===== src/rtl/spi_stream_arbiter.sv =====
`timescale 1ns/1ps
// Arbitrates the MCU SPI readout between the raw-sample and spike-event FIFOs and frames one burst per poll.
// Define SPI_ARB_CHECKSUM_EN to append a 16-bit running-sum trailer word to every non-idle frame.
module spi_stream_arbiter #(
  parameter logic [15:0] RAW_HEADER   = 16'hC691,
  parameter logic [15:0] SPIKE_HEADER = 16'h1999,
  parameter logic [15:0] IDLE_HEADER  = 16'h0000,
  parameter int          RAW_LEN      = 700,
  parameter int          SPIKE_MAX    = 64,
  parameter int          CNT_W        = 13
) (
  input  logic             clk,
  input  logic             rst,
  input  logic             poll,
  input  logic [CNT_W-1:0] raw_cnt,
  input  logic [15:0]      raw_data,
  input  logic             raw_almost_full,
  output logic             raw_rd_en,
  input  logic [CNT_W-1:0] spike_cnt,
  input  logic [15:0]      spike_data,
  output logic             spike_rd_en,
  output logic [15:0]      tx_data,
  output logic             tx_valid,
  input  logic             tx_ready,
  output logic             busy,
  output logic             grant_spike,
  output logic             frame_done
);

  localparam logic [CNT_W-1:0] RAW_LEN_C   = CNT_W'(RAW_LEN);
  localparam logic [CNT_W-1:0] SPIKE_MAX_C = CNT_W'(SPIKE_MAX);

  typedef enum logic [2:0] {
    S_IDLE,
    S_HDR,
    S_LEN,
    S_DATA,
`ifdef SPI_ARB_CHECKSUM_EN
    S_SUM,
`endif
    S_DONE
  } state_t;

  state_t           state_q, state_d;
  logic             idle_q, idle_d;
  logic             grant_spike_q, grant_spike_d;
  logic             last_grant_q, last_grant_d;
  logic [CNT_W-1:0] len_q, len_d;
  logic [CNT_W-1:0] cnt_q, cnt_d;
`ifdef SPI_ARB_CHECKSUM_EN
  logic [15:0]      sum_q, sum_d;
`endif

  logic             raw_ok, spike_ok, pick_spike, xfer;
  logic [CNT_W-1:0] spike_len;

  assign raw_ok    = raw_cnt >= RAW_LEN_C;
  assign spike_ok  = spike_cnt != '0;
  assign spike_len = (spike_cnt > SPIKE_MAX_C) ? SPIKE_MAX_C : spike_cnt;
  assign xfer      = tx_valid && tx_ready;

  // Almost-full raw preempts fairness; otherwise alternate on a tie.
  always_comb begin
    if (raw_almost_full && raw_ok)  pick_spike = 1'b0;
    else if (raw_ok && spike_ok)    pick_spike = ~last_grant_q;
    else                            pick_spike = spike_ok;
  end

  always_comb begin
    state_d       = state_q;
    idle_d        = idle_q;
    grant_spike_d = grant_spike_q;
    last_grant_d  = last_grant_q;
    len_d         = len_q;
    cnt_d         = cnt_q;
`ifdef SPI_ARB_CHECKSUM_EN
    sum_d         = sum_q;
`endif
    case (state_q)
      S_IDLE: if (poll) begin
        state_d = S_HDR;
        idle_d  = !(raw_ok || spike_ok);
        cnt_d   = '0;
`ifdef SPI_ARB_CHECKSUM_EN
        sum_d   = '0;
`endif
        if (raw_ok || spike_ok) begin
          grant_spike_d = pick_spike;
          len_d         = pick_spike ? spike_len : RAW_LEN_C;
        end
      end
      S_HDR: if (xfer) begin
        state_d = idle_q ? S_DONE : S_LEN;
`ifdef SPI_ARB_CHECKSUM_EN
        sum_d   = sum_q + tx_data;
`endif
      end
      S_LEN: if (xfer) begin
        state_d = S_DATA;
`ifdef SPI_ARB_CHECKSUM_EN
        sum_d   = sum_q + tx_data;
`endif
      end
      S_DATA: if (xfer) begin
        cnt_d = cnt_q + 1'b1;
`ifdef SPI_ARB_CHECKSUM_EN
        sum_d = sum_q + tx_data;
        if (cnt_q == len_q - 1'b1) state_d = S_SUM;
`else
        if (cnt_q == len_q - 1'b1) state_d = S_DONE;
`endif
      end
`ifdef SPI_ARB_CHECKSUM_EN
      S_SUM: if (xfer) state_d = S_DONE;
`endif
      S_DONE: begin
        state_d = S_IDLE;
        if (!idle_q) last_grant_d = grant_spike_q;
      end
      default: state_d = S_IDLE;
    endcase
  end

  always_ff @(posedge clk or posedge rst) begin
    if (rst) begin
      state_q       <= S_IDLE;
      idle_q        <= 1'b0;
      grant_spike_q <= 1'b0;
      last_grant_q  <= 1'b1;
      len_q         <= '0;
      cnt_q         <= '0;
`ifdef SPI_ARB_CHECKSUM_EN
      sum_q         <= '0;
`endif
    end else begin
      state_q       <= state_d;
      idle_q        <= idle_d;
      grant_spike_q <= grant_spike_d;
      last_grant_q  <= last_grant_d;
      len_q         <= len_d;
      cnt_q         <= cnt_d;
`ifdef SPI_ARB_CHECKSUM_EN
      sum_q         <= sum_d;
`endif
    end
  end

  // Word path decodes straight from registered state so a stall holds it unchanged.
  always_comb begin
    tx_valid    = 1'b0;
    tx_data     = '0;
    raw_rd_en   = 1'b0;
    spike_rd_en = 1'b0;
    case (state_q)
      S_HDR: begin
        tx_valid = 1'b1;
        tx_data  = idle_q ? IDLE_HEADER : (grant_spike_q ? SPIKE_HEADER : RAW_HEADER);
      end
      S_LEN: begin
        tx_valid = 1'b1;
        tx_data  = 16'(len_q);
      end
      S_DATA: begin
        tx_valid    = 1'b1;
        tx_data     = grant_spike_q ? spike_data : raw_data;
        raw_rd_en   = tx_ready && !grant_spike_q;
        spike_rd_en = tx_ready && grant_spike_q;
      end
`ifdef SPI_ARB_CHECKSUM_EN
      S_SUM: begin
        tx_valid = 1'b1;
        tx_data  = sum_q;
      end
`endif
      default: ;
    endcase
  end

  assign busy        = state_q != S_IDLE;
  assign frame_done  = state_q == S_DONE;
  assign grant_spike = grant_spike_q;

endmodule


===== config.mk =====
export PLATFORM = sky130hd
export DESIGN_NAME = spi_stream_arbiter
export DESIGN_NICKNAME = d
export VERILOG_FILES = /design/src/rtl/spi_stream_arbiter.sv
export SDC_FILE = /design/constraint.sdc
export NUM_CORES = 1
export LEC_CHECK = 0
export CAP_MARGIN = 25
export CORE_MARGIN = 2
export CORE_UTILIZATION = 45
export DETAILED_ROUTE_END_ITERATION = 12
export PLACE_DENSITY = 0.77
export SKIP_LAST_GASP = 1
export SYNTH_ARGS = -nofsm -noshare
export SYNTH_HDL_FRONTEND = slang
export SYNTH_SLANG_ARGS = --single-unit

===== constraint.sdc =====
create_clock -name clk -period 2.8 [get_ports clk]
set_input_delay 0.42 -clock clk [delete_from_list [all_inputs] [get_ports clk]]
set_output_delay 0.42 -clock clk [all_outputs]
set_load 0.02 [all_outputs]

== Word-level counts from Yosys, hierarchy flattened ==
Cells that the tools add are included.
Cells by class
  $add $sub $neg: 2
  magnitude comparators: 2
  eq/ne operators: 10
  mux-type cells: 21
  bitwise gates (word level): 2
  reductions and logical operators: 18
Operators with widths (number)
  two-way mux 13 bit: 4
  two-way mux 16 bit: 3
  case mux 16 bit (3 select lines): 1
  case mux 13 bit (2 select lines): 1
  two-way mux 3 bit: 6
  adder 13 x 1 -> 13 bit, second input constant: 1
  == test 13 bit: 1
  >= comparator 13 x 10 -> 1 bit, second input constant: 1
  greater-than comparator 13 x 7 -> 1 bit, second input constant: 1
  nonzero test 13 bit: 1
  subtractor 13 x 1 -> 13 bit, second input constant: 1
  case mux 3 bit (4 select lines): 1
  != test 2 bit, second input constant: 5
  == test 3 x 2 -> 1 bit, second input constant: 2
  AND reduction 3 bit: 2
  logical AND 1 bit: 5
  two-way mux 1 bit: 5
  AND reduction 5 bit: 1
  AND reduction 2 bit: 2
  == test 3 x 1 -> 1 bit, second input constant: 1
  == test 3 bit, second input constant: 1
  zero test 3 bit: 1
  nonzero test 3 bit: 1
  OR reduction 3 bit: 1
  4 further kinds: 6
Word-level totals
  bits in registers: 32
  bits of input ports: 63
  logic and storage cells: 61

== Logic depth before layout (Yosys ltp) ==
  word-level depth: 6
  gate-level depth with buffers: 9

== Worst setup path after synthesis ==
Ideal clock, no wire load.
  kind: register to output
  from: register state_q[2]
  to: output tx_data[10]
  data arrival time: 1.822 ns
  setup slack: 0.558 ns
  stages on the path, launching flop included: 7
  buffers on the path: 2
  cells stage by stage: dfrtp_1 inv_1 and3_1 clkbuf_1 clkbuf_1 a21oi_1 o21ai_0
On the way
  word-level cells in the longest chain between the ends: 2
  elaborated cells between the ends (all ways): 4
  those cells by class: eq/ne (3); mux (1)
Ends and longest elaborated chain
  from (decl): RTL line 44  | state_t state_q, state_d;
  from (signal assigned): RTL line 136  | state_q <= state_d;
  == test 3 x 2 -> 1 bit or == test 3 x 1 -> 1 bit (tied branches): RTL line 154  | case (state_q)
  case mux 16 bit (3 select lines) (*): RTL line 154
  to (decl): RTL line 22  | output logic [15:0] tx_data,
Every way passes the cells marked *; elsewhere a longest branch is shown, timed or not.

== Worst setup path in the final report ==
  from: register state_q[2]
  to: output tx_data[11]
Same word-level chain as after synthesis.

==> flow_summary.toml <==
[outcome]
status = "finished, final reports clean"

[final_layout]
nets = 429
post-route-cell-area_um2 = 3363
diodes = 0
most-common-layout-cells = "clkdlybuf4s50_1 (82), dfrtp_1 (29), nor2_1 (27)"
multiInputGateArea_um2 = 1433
syn_to_final_growth_pct = 42.37
final_common_cell = "clkdlybuf4s50_1"
nFillCells = 442
final_layout_size_suffix_gt1_frac = 0.09066
seqCellArea_um2 = 804.5

[floorplanning]
ioPinCount = 85
coreArea_um2 = 5075
row_count = 26
dieArea_um2 = 5845
initial_core_util = 0.4655
die_y_um = 76.46
die_w_um = 76.46

[detailed_routing]
wl_met2_um = 3087
antenna_left = 0
vias = 2339
drt_iter0_markers = 135
routedWlPerCell_um = 14.29
met3_length_um = 308
routed_wl_um = 6200
drtPass1Iterations = 5
via_per_inst = 5.389
drc = 0
wl_met1_um = 2733
highest_layer = "met4"

[worst_setup_path]
worstSetupPathType = "reg -> out"
cp.arrival_ns = 2.24
startpoint_type = "flip-flop"
path_max_fanout = 16
required_ns = 2.38
crit_path_end_kind = "output pin"

[synthesis]
synth-seq-cells = 32
syn-mean-instance-area_um2 = 8.347
synth_async_sr_flop_share = 1.000
synth_area_um2 = 2362
ys_types = 50
synth_edf_count = 0
seq_area_frac_synth = 0.3395
ys_warn_count = 0
synth_nets = 348
ys.flop_type = "dfrtp_1"
syn_inst = 283

[sta]
fin_ws_ns = 0.1390
drv_slew = 0
finalCriticalPeriod_ns = 2.661
fin_crit_sh = 0.9503
clock_skew_ns = 0.007695
rsz0062_at_grt = "false"
tns_ns = 0
max_slew_margin = 0.6678
worst_pin_slew_ns = 0.4971
setup_viol = 0
hold_viol = 0
fmax_ghz = 0.3758

[global_route]
grt_start_max_net_pins = 22
antenna_found_initial = 0
grt.overflow.total = 0
grt_pass1_vias = 2273
grt_usage = 0.2199
grt_pass1_wl_um = 10530

[power_and_ir_drop]
switchingPower_uw = 537.9
p_comb_frac = 0.374
cellLeakagePower_nw = 1.403
power.share.sequential = 0.412
clockPowerShare = 0.214
p_per_area_nw_per_um2 = 460.8
peakVddDrop_mv = 0.3125
swShare = 0.3470
p_int_mw = 1.012

[placed_design]
hpwl_um = 4857
place_ws_ns = 0.2960
place_area_um2 = 3283
io_buffers = 82
place.gp.congestion = 0.8638

[clocking]
root_buffer = "clkbuf_8"
clockBufferDepth = 2
cts_sinks = 32
htree_num_levels = 2
clock_latency_ns = 0.28
clk_pin_slew_ns = 0.07
cts_tree = "done"
cts_buffers = 5
post_cts_buffers = 0

[hold_path]
hp-class = "in -> async"

[flow_run]
timing.max_cap.violations = 0
-- area by class of cell --
cell class,instances,area share
Sequential cell,32,0.2392
Inverter,14,0.01562
Clock buffer,6,0.02158
Multi-Input combinational cell,219,0.4260
Timing Repair Buffer,92,0.2701
Clock inverter,1,0.001488
Tap cell,70,0.02604
-- power by group through the flow --
stage	sequential [mW]	clock [mW]	combinational [mW]
after detailed placement	0.644	0	0.580
after floorplan	0.591	0	0.380
after CTS	0.637	0.334	0.583
after global routing	0.653	0.363	0.638
after global placement	0.642	0	0.572
final	0.638	0.332	0.580
-- critical path: stages (launching register included) --
cell             delay [ns]
dfrtp_1                0.51
inv_2                  0.13
and3_1                 0.20
buf_4                  0.18
a21oi_1                0.16
a21oi_1                0.08
a21o_1                 0.17
clkdlybuf4s50_1        0.53
-- cells in the mapped netlist (all sizes together), types with 2 or more instances --
master  number  area [um2]
dfrtp       31       775.7
nor2        28       107.6
nand2       26       97.59
a21oi       25       136.4
o21ai       20       100.1
inv         14       52.55
xor2        14       122.6
xnor2       13       113.9
clkbuf      12       45.04
nand3       11       55.05
mux2i       10       100.1
a21o         6       45.04
and2         6       37.54
buf          6       36.28
nor3         6       41.29
nor4         6       52.55
nand4        5       37.53
a22oi        4       30.03
and3         4       25.02
nor2b        3       18.77
o211ai       3       22.52
a311o        2       20.02
a32o         2       20.02
a32oi        2       17.52
and4         2       17.52
ha           2       25.02
mux2         2       22.52
or3          2       12.51
-- cell families after synthesis --
| logic type | Yosys count | share of synthesized area |
|---|---|---|
| flops | 32 | 0.3395 |
| mux | 12 | 0.05191 |
| fa+ha+maj | 2 | 0.01059 |
| xor+xnor | 27 | 0.1001 |
| buf+inv | 32 | 0.05667 |
| simple gates | 105 | 0.2378 |
| compound gates | 73 | 0.2034 |
-- metal layers --
metal  up-vias  GRT usage
met2        70     0.3735
li1       1163          -
met4         0    0.05818
met1      1099     0.2821
met3         7    0.05095
met5         -          0
-- sequential cells by signal, indices dropped and copies added (netlist names) --
name,cells
cnt_q,13
grant_spike,1
idle_q,1
last_grant_q,1
len_q,13
state_q,3
-- metrics by stage --
stage | utilization | instances | hold WS [ns] | total power [mW]
3_5_place_dp | 0.6469 | 427 | 0.5609 | 1.224
5_1_grt | 0.6627 | 434 | 0.4872 | 1.654
6_report | 0.6627 | 434 | 0.4323 | 1.550
2_1_floorplan | - | 283 | 0.4973 | 0.9707
4_1_cts | 0.6622 | 434 | 0.4485 | 1.555
3_3_place_gp | 0.6469 | 427 | 0.5530 | 1.213
-- final timing paths --
kind	end	startpoint	slack (ns)	depth (start not counted)
worst max-delay path	tx_data[11]	state_q[2]$_DFFE_PP0P_	0.14	7
max in group asynchronous	last_grant_q$_DFFE_PP1P_	rst	1.66	3
worst min register to register	len_q[12]$_DFFE_PP0P_	len_q[12]$_DFFE_PP0P_	0.57	1
worst max register to register	state_q[1]$_DFFE_PP0P_	len_q[1]$_DFFE_PP0P_	0.45	9
min in group clk	len_q[12]$_DFFE_PP0P_	len_q[12]$_DFFE_PP0P_	0.57	1
worst min-delay path	cnt_q[3]$_DFFE_PP0P_	rst	0.43	2
-- repair_timing --
| action | CTS | global route |
|---|---|---|
| setup endpoints to repair | 0 | 10 |
| gates resized for setup | 0 | 3 |
| hold buffers | 0 | 0 |
Note: power is estimated with default switching activity, not from simulation.
